### src/rtl/vseq_pkg.sv
// Shared definitions for the vector sequencer: operation/mode encodings,
// FSM state encoding and the vl port width helper.
package vseq_pkg;

  // Operand-B source selection
  localparam logic [1:0] MODE_VV  = 2'b00;
  localparam logic [1:0] MODE_VX  = 2'b01;
  localparam logic [1:0] MODE_VI  = 2'b10;
  localparam logic [1:0] MODE_RSV = 2'b11;

  // Element operations; anything above OP_OR is illegal
  localparam logic [2:0] OP_ADD = 3'b000;
  localparam logic [2:0] OP_SUB = 3'b001;
  localparam logic [2:0] OP_MUL = 3'b010;
  localparam logic [2:0] OP_AND = 3'b011;
  localparam logic [2:0] OP_OR  = 3'b100;

  typedef enum logic [1:0] {
    ST_IDLE = 2'd0,
    ST_EXEC = 2'd1,
    ST_DONE = 2'd2
  } state_e;

  // vl must encode 0..VECTOR_LENGTH inclusive
  function automatic int vl_width(input int vlen);
    return $clog2(vlen + 1);
  endfunction

endpackage

### src/rtl/vseq_lane_alu.sv
// Single-element combinational ALU used by each lane of the vector sequencer.
// All arithmetic wraps modulo 2^DATA_WIDTH; mul keeps the low half.
module vseq_lane_alu
  import vseq_pkg::*;
#(
  parameter int DATA_WIDTH = 32
) (
  input  logic [DATA_WIDTH-1:0] a,
  input  logic [DATA_WIDTH-1:0] b,
  input  logic [2:0]            funct3,
  output logic [DATA_WIDTH-1:0] y
);

  // Element operation select; illegal codes produce zero
  always_comb begin
    y = '0;
    case (funct3)
      OP_ADD:  y = a + b;
      OP_SUB:  y = a - b;
      OP_MUL:  y = a * b;
      OP_AND:  y = a & b;
      OP_OR:   y = a | b;
      default: y = '0;
    endcase
  end

endmodule

### src/rtl/vector_seq_ctrl.sv
// Multi-cycle vector operation sequencer. Accepts one op per request
// handshake, evaluates LANES elements per EXEC cycle through a shared set of
// lane ALUs and returns the packed result through a response handshake.
// Optional build macro VSEQ_MASK_EN adds the vmask input: active elements
// with a clear mask bit keep operand A's element instead of the op result.
// LANES must divide VECTOR_LENGTH.
module vector_seq_ctrl
  import vseq_pkg::*;
#(
  parameter  int VECTOR_LENGTH = 8,
  parameter  int DATA_WIDTH    = 32,
  parameter  int LANES         = 2,
  localparam int VL_W          = vl_width(VECTOR_LENGTH)
) (
  input  logic                                clk,
  input  logic                                rst_n,
  input  logic                                req_valid,
  output logic                                req_ready,
  input  logic [VECTOR_LENGTH*DATA_WIDTH-1:0] vector_a,
  input  logic [VECTOR_LENGTH*DATA_WIDTH-1:0] vector_b,
  input  logic [DATA_WIDTH-1:0]               scalar,
  input  logic [1:0]                          mode,
  input  logic [2:0]                          funct3,
  input  logic [VL_W-1:0]                     vl,
`ifdef VSEQ_MASK_EN
  input  logic [VECTOR_LENGTH-1:0]            vmask,
`endif
  output logic                                resp_valid,
  input  logic                                resp_ready,
  output logic [VECTOR_LENGTH*DATA_WIDTH-1:0] result,
  output logic                                resp_err,
  output logic                                busy
);

  localparam int              IDX_W   = (VECTOR_LENGTH > 1) ? $clog2(VECTOR_LENGTH) : 1;
  localparam logic [VL_W-1:0] VL_MAX  = VL_W'(VECTOR_LENGTH);
  localparam logic [VL_W-1:0] LANES_V = VL_W'(LANES);

  state_e                  state_q, state_d;
  logic [DATA_WIDTH-1:0]   a_q   [VECTOR_LENGTH];
  logic [DATA_WIDTH-1:0]   a_d   [VECTOR_LENGTH];
  logic [DATA_WIDTH-1:0]   b_q   [VECTOR_LENGTH];
  logic [DATA_WIDTH-1:0]   b_d   [VECTOR_LENGTH];
  logic [DATA_WIDTH-1:0]   res_q [VECTOR_LENGTH];
  logic [DATA_WIDTH-1:0]   res_d [VECTOR_LENGTH];
  logic [DATA_WIDTH-1:0]   scalar_q, scalar_d;
  logic [1:0]              mode_q, mode_d;
  logic [2:0]              funct3_q, funct3_d;
  logic [VL_W-1:0]         vl_q, vl_d;
  logic [VL_W-1:0]         idx_q, idx_d;
  logic                    err_q, err_d;
`ifdef VSEQ_MASK_EN
  logic [VECTOR_LENGTH-1:0] mask_q, mask_d;
`endif

  // Per-lane datapath signals
  logic [VL_W-1:0]         lane_pos [LANES];
  logic [IDX_W-1:0]        lane_sel [LANES];
  logic [DATA_WIDTH-1:0]   lane_a   [LANES];
  logic [DATA_WIDTH-1:0]   lane_b   [LANES];
  logic [DATA_WIDTH-1:0]   lane_y   [LANES];
  logic [DATA_WIDTH-1:0]   lane_out [LANES];

  // Accept-time decode of the incoming request
  logic                    req_illegal;
  logic [VL_W-1:0]         vl_clamped;

  assign req_illegal = (funct3 > OP_OR) || (mode == MODE_RSV);
  assign vl_clamped  = (vl > VL_MAX) ? VL_MAX : vl;

  // Lane gi handles element idx+gi of the current group; elements past vl
  // are forced to zero so the tail of the result stays clean.
  for (genvar gi = 0; gi < LANES; gi++) begin : g_lane
    assign lane_pos[gi] = idx_q + VL_W'(gi);
    assign lane_sel[gi] = lane_pos[gi][IDX_W-1:0];
    assign lane_a[gi]   = a_q[lane_sel[gi]];
    assign lane_b[gi]   = (mode_q == MODE_VV) ? b_q[lane_sel[gi]] : scalar_q;

    vseq_lane_alu #(
      .DATA_WIDTH (DATA_WIDTH)
    ) u_alu (
      .a      (lane_a[gi]),
      .b      (lane_b[gi]),
      .funct3 (funct3_q),
      .y      (lane_y[gi])
    );

`ifdef VSEQ_MASK_EN
    assign lane_out[gi] = (lane_pos[gi] >= vl_q)   ? '0 :
                          mask_q[lane_sel[gi]]     ? lane_y[gi] : lane_a[gi];
`else
    assign lane_out[gi] = (lane_pos[gi] < vl_q) ? lane_y[gi] : '0;
`endif
  end

  // Flatten the result register onto the packed output bus
  for (genvar gi = 0; gi < VECTOR_LENGTH; gi++) begin : g_pack
    assign result[gi*DATA_WIDTH +: DATA_WIDTH] = res_q[gi];
  end

  assign resp_err = err_q;

  // Next-state, datapath next values and handshake outputs
  always_comb begin
    state_d    = state_q;
    a_d        = a_q;
    b_d        = b_q;
    res_d      = res_q;
    scalar_d   = scalar_q;
    mode_d     = mode_q;
    funct3_d   = funct3_q;
    vl_d       = vl_q;
    idx_d      = idx_q;
    err_d      = err_q;
`ifdef VSEQ_MASK_EN
    mask_d     = mask_q;
`endif
    req_ready  = 1'b0;
    resp_valid = 1'b0;
    busy       = 1'b0;

    case (state_q)
      ST_IDLE: begin
        req_ready = 1'b1;
        if (req_valid) begin
          for (int e = 0; e < VECTOR_LENGTH; e++) begin
            a_d[e]   = vector_a[e*DATA_WIDTH +: DATA_WIDTH];
            b_d[e]   = vector_b[e*DATA_WIDTH +: DATA_WIDTH];
            res_d[e] = '0;
          end
          scalar_d = scalar;
          mode_d   = mode;
          funct3_d = funct3;
          vl_d     = vl_clamped;
          idx_d    = '0;
          err_d    = req_illegal;
`ifdef VSEQ_MASK_EN
          mask_d   = vmask;
`endif
          // Illegal ops and empty vectors skip straight to the response
          if (req_illegal || (vl_clamped == '0)) begin
            state_d = ST_DONE;
          end else begin
            state_d = ST_EXEC;
          end
        end
      end

      ST_EXEC: begin
        busy = 1'b1;
        for (int l = 0; l < LANES; l++) begin
          res_d[lane_sel[l]] = lane_out[l];
        end
        idx_d = idx_q + LANES_V;
        if ((idx_q + LANES_V) >= vl_q) begin
          state_d = ST_DONE;
        end
      end

      ST_DONE: begin
        busy       = 1'b1;
        resp_valid = 1'b1;
        if (resp_ready) begin
          state_d = ST_IDLE;
        end
      end

      default: begin
        state_d = ST_IDLE;
      end
    endcase
  end

  // State and datapath registers; reset aborts any operation in flight
  always_ff @(posedge clk) begin
    if (!rst_n) begin
      state_q  <= ST_IDLE;
      for (int e = 0; e < VECTOR_LENGTH; e++) begin
        a_q[e]   <= '0;
        b_q[e]   <= '0;
        res_q[e] <= '0;
      end
      scalar_q <= '0;
      mode_q   <= MODE_VV;
      funct3_q <= OP_ADD;
      vl_q     <= '0;
      idx_q    <= '0;
      err_q    <= 1'b0;
`ifdef VSEQ_MASK_EN
      mask_q   <= '0;
`endif
    end else begin
      state_q  <= state_d;
      a_q      <= a_d;
      b_q      <= b_d;
      res_q    <= res_d;
      scalar_q <= scalar_d;
      mode_q   <= mode_d;
      funct3_q <= funct3_d;
      vl_q     <= vl_d;
      idx_q    <= idx_d;
      err_q    <= err_d;
`ifdef VSEQ_MASK_EN
      mask_q   <= mask_d;
`endif
    end
  end

endmodule

### config.mk
export PLATFORM = sky130hd
export DESIGN_NAME = vector_seq_ctrl
export DESIGN_NICKNAME = d
export VERILOG_FILES = /design/src/rtl/vseq_pkg.sv /design/src/rtl/vseq_lane_alu.sv /design/src/rtl/vector_seq_ctrl.sv
export SDC_FILE = /design/constraint.sdc
export NUM_CORES = 2
export LEC_CHECK = 0
export BUFFER_PORTS_ARGS = -buffer_cell sky130_fd_sc_hd__buf_2
export CAP_MARGIN = 0
export CORE_UTILIZATION = 40
export CTS_BUF_LIST = sky130_fd_sc_hd__clkbuf_4
export DETAILED_ROUTE_END_ITERATION = 6
export MAX_ROUTING_LAYER = met4
export PLACE_DENSITY = 0.67
export SYNTH_ARGS = -nofsm -noshare
export SYNTH_HDL_FRONTEND = slang
export SYNTH_HIERARCHICAL = 1
export SYNTH_SLANG_ARGS = --single-unit
### constraint.sdc
create_clock -name clk -period 11.21 [get_ports clk]
set_clock_uncertainty 0.15 [all_clocks]
set_input_delay 2.242 -clock clk [delete_from_list [all_inputs] [get_ports clk]]
set_output_delay 2.242 -clock clk [all_outputs]
set_load 0.01 [all_outputs]
==> results by group <==
Setup path
  – Crit path largest cell delay: 0.75 ns
  – Setup CP Type: register to register
  – Crit. End Element: register
  – CP delay by family, top: adder cells
  – WP data required: 12.31 ns
  – Critical Path Most Common Cell: fa_1
  – Crit path max fanout: 37
  – Crit start category: register
  – Cells along the critical path: buf_4, mux4_2, nand2_1, nand2_1, and2_1, fa_1, fa_1, inv_1, fa_1, inv_1, fa_1, fa_1, fa_1, fa_1, fa_1, ha_1, a21o_1, a31o_2, a21oi_1, o21ai_1, xnor2_1, o221ai_1, nand2_1, o21ai_0
  – CP max stage cell: dfxtp_4
  – Critical path buffers and inverters: 3
  – Arr. time, crit path: between 10 and 15 ns

Route
  – DRC violations left: 16
  – Via count: about 64000
  – Vias per std cell: around 5.6
  – First DRT Iteration DRCs: roughly 6200
  – Initial DRT Pass Iterations: 7
  – Post-Route WL: around 290 mm
  – Post-route ant nets: 0
  – Drt wl/cell: ~25 um

GRT
  – GRT Residual Overflow: 0
  – Vias in the first global route: around 63000
  – Global Route Usage Sum: 0.319
  – Largest net degree at the start of global routing: between 150 and 200
  – Antenna violations before repair: just over 70
  – First-pass GRT wire length: 415 mm

Timing
  – Slew @ Worst Pin: approximately 1.4 ns
  – Max Fclk: a little under 100 MHz
  – Period utilisation layout: 0.915
  – Final worst path period need: between 10 and 15 ns
  – PnR worst setup slack: about 0.96 ns
  – Slew Viols, Final: 0
  – Final Hold Vio Count: 0
  – Final Setup Violations: 0
  – Slew HR: 0.0824
  – TNS Setup: 0 ns
  – RSZ-0062 raised after global routing: no

Pwr
  – VDD IR max: 0.000107 V
  – Leak: approximately 37 nW
  – Total power: between 10 and 15 mW
  – PwrDens: 165 nW/um^2

Clock tree
  – Post-CTS setup buffers: 0
  – Hold-fix buffers, CTS: 0
  – H-tree depth: 4
  – Clock buffer depth: 3
  – CTS tree: yes
  – Num CTS Buffers: 220
  – Clk slew on worst S/H paths: ~0.06 ns
  – Clock Sinks: between 800 and 900
  – PostCTS Resize Cnt: 0
  – Clk_lat worst skew: 1.40 ns
  – CTS Root Cell: clkbuf_4

Placement
  – Area of placed instances: ~78000 um^2
  – Dpl ws: around 1.2 ns
  – Placed insts: roughly 11000
  – Post-DP HPWL: 222 mm
  – Final GP Congestion: between 1 and 1.5
  – Port Buffers: 816

Die
  – I/O pin count: approximately 820
  – Die Wd: about 430 um
  – Row Count: around 160
  – Die Ht: between 400 and 500 um
  – Die area: 182000 um^2
  – Core footprint: 179000 um^2
  – Starting Density: 0.404

Layout
  – Most frequent cells in the layout: 1947 x nand2_1, 818 x fa_1, 815 x buf_2, 813 x dfxtp_1, 792 x inv_1
  – Layout cell share with drive strength beyond 1: 0.167
  – Fillers: roughly 18000
  – Final layout net count: 10500
  – Most common cell after layout, fill and taps aside: nand2_1
  – Non-Filler Instances: approximately 11000
  – Area growth syn-to-layout: 12.1%
  – Finished Cell Area: around 81000 um^2

Yosys
  – Async set or reset register ratio after synthesis: 0
  – Cell count after synthesis: around 8200
  – Net count of the mapped netlist: approximately 10000
  – Syn. warnings: 6
  – Post-Syn Area: just over 70000 um^2
  – Post-synthesis register bit count: roughly 820
  – Post-synthesis cell type count: 96
  – Ys flop type: dfxtp_1
  – Seq/Total Area, Yosys: 0.226
  – Syn avg cell area: between 8 and 9 um^2
  – EDFF count, synth: 0

Outcome
  – Outcome: complete, but fails checks
  – Violated checks: design-rule violations

Job
  – Max-cap violations: 0

Worst hold path
  – Worst min path class: register to register
[synthesized netlist by cell type (all sizes together), types with 7 or more instances]
cell type,n,area (um^2)
nor2,105,394
nand2b,34,215
o41ai,7,61.3
a221oi,10,87.6
nand4,99,619
a32o,65,651
a31oi,15,124
o211ai,16,120
or3,11,73.8
o21bai,23,173
xor2,90,788
dfxtp,815,16300
a222oi,17,170
fa,818,16400
a21o,97,729
a32oi,39,342
o22ai,10,62.6
a22oi,24,180
a21oi,138,702
nand3,58,290
and3,11,70.1
nor2b,68,425
ha,335,4190
nor3b,9,77.6
a211oi,26,195
nor3,28,140
mux4,128,2880
clkbuf,458,1740
nand2,1951,7320
and3b,36,315
o221ai,18,158
a21boi,647,4860
nor4,10,77.6
buf,148,801
inv,792,2970
mux2i,13,134
o21ai,171,856
or2,7,43.8
o21a,27,203
and2,608,3800
o31ai,26,195
xnor2,175,1540
[final timing paths]
| kind | startpoint | to | slack [ns] | cells after the start |
|---|---|---|---|---|
| worst max-delay path | idx_q[1] | result[57] | 0.96 | 24 |
| worst max register to register | idx_q[1] | result[57] | 0.96 | 24 |
| worst min register to register | b_q[146] | b_q[146] | 0.30 | 2 |
| worst min-delay path | b_q[146] | b_q[146] | 0.30 | 2 |
[cell type report]
class / instances / area (um^2) / share of cell area
flip-flops and latches: 815 / 16300 / 0.202
repair buffers: 962 / 5240 / 0.0648
clock buffers: 326 / 2450 / 0.0303
inverters: 792 / 2970 / 0.0368
clock inverters: 51 / 328 / 0.00406
well taps: 2355 / 2950 / 0.0365
diodes: 74 / 185 / 0.00229
multi-input cells: 6030 / 50400 / 0.623
[per-stage QoR]
stage / hold slack [ns] / util
floorplan: 0.282 / -
global placement: 0.282 / 0.436
detailed placement: 0.288 / 0.436
CTS: 0.301 / 0.451
global route: 0.317 / 0.452
finish: 0.299 / 0.452
[power breakdown]
group / leakage [nW] / total, mW / switching [mW] / internal (mW)
Clock: 1.66 / 2.72 / 1.38 / 1.34
Sequential: 6.65 / 3.34 / 0.183 / 3.16
Combinational: 28.4 / 7.25 / 4.89 / 2.36
Total: 36.7 / 13.3 / 6.45 / 6.86
[routing by layer]
metal | GRT usage | wire length (um) | vias up | part of all wire
met2 | 0.474 | 127000 | 3383 | 0.44
met4 | 0.195 | 20000 | 0 | 0.070
met1 | 0.398 | 113000 | 31800 | 0.39
met3 | 0.0668 | 26600 | 684 | 0.093
li1 | - | - | 28000 | -
met5 | - | 0 | - | 0
[cell families (layout without fill, tap and decap cells)]
family                   after synthesis  in the layout  share of synthesized area
flip-flops                           815            815                      0.226
other                                  0             74                          0
buffers and inverters               1398           2131                     0.0765
AO/OA/AOI/OAI                       1411           1411                      0.142
adder cells (fa/ha/maj)             1153           1153                      0.285
AND/OR/NAND/NOR                     3056           3056                      0.195
multiplexers                         144            144                     0.0423
XOR/XNOR                             266            266                     0.0326
[tightest hold or removal path, cell delays in order, from the launching register on]
cell,delay (ns)
dfxtp_1,0.30
nand2_1,0.05
a21boi_1,0.05
[state kept, by name, summed over array words and instances, names as in the netlist]
name      count
resp_err      1
a_q         256
result      256
funct3_q      3
scalar_q     32
mode_q        2
b_q         256
idx_q         3
vl_q          4
state_q       2
Note: power is estimated with default switching activity, not from simulation.
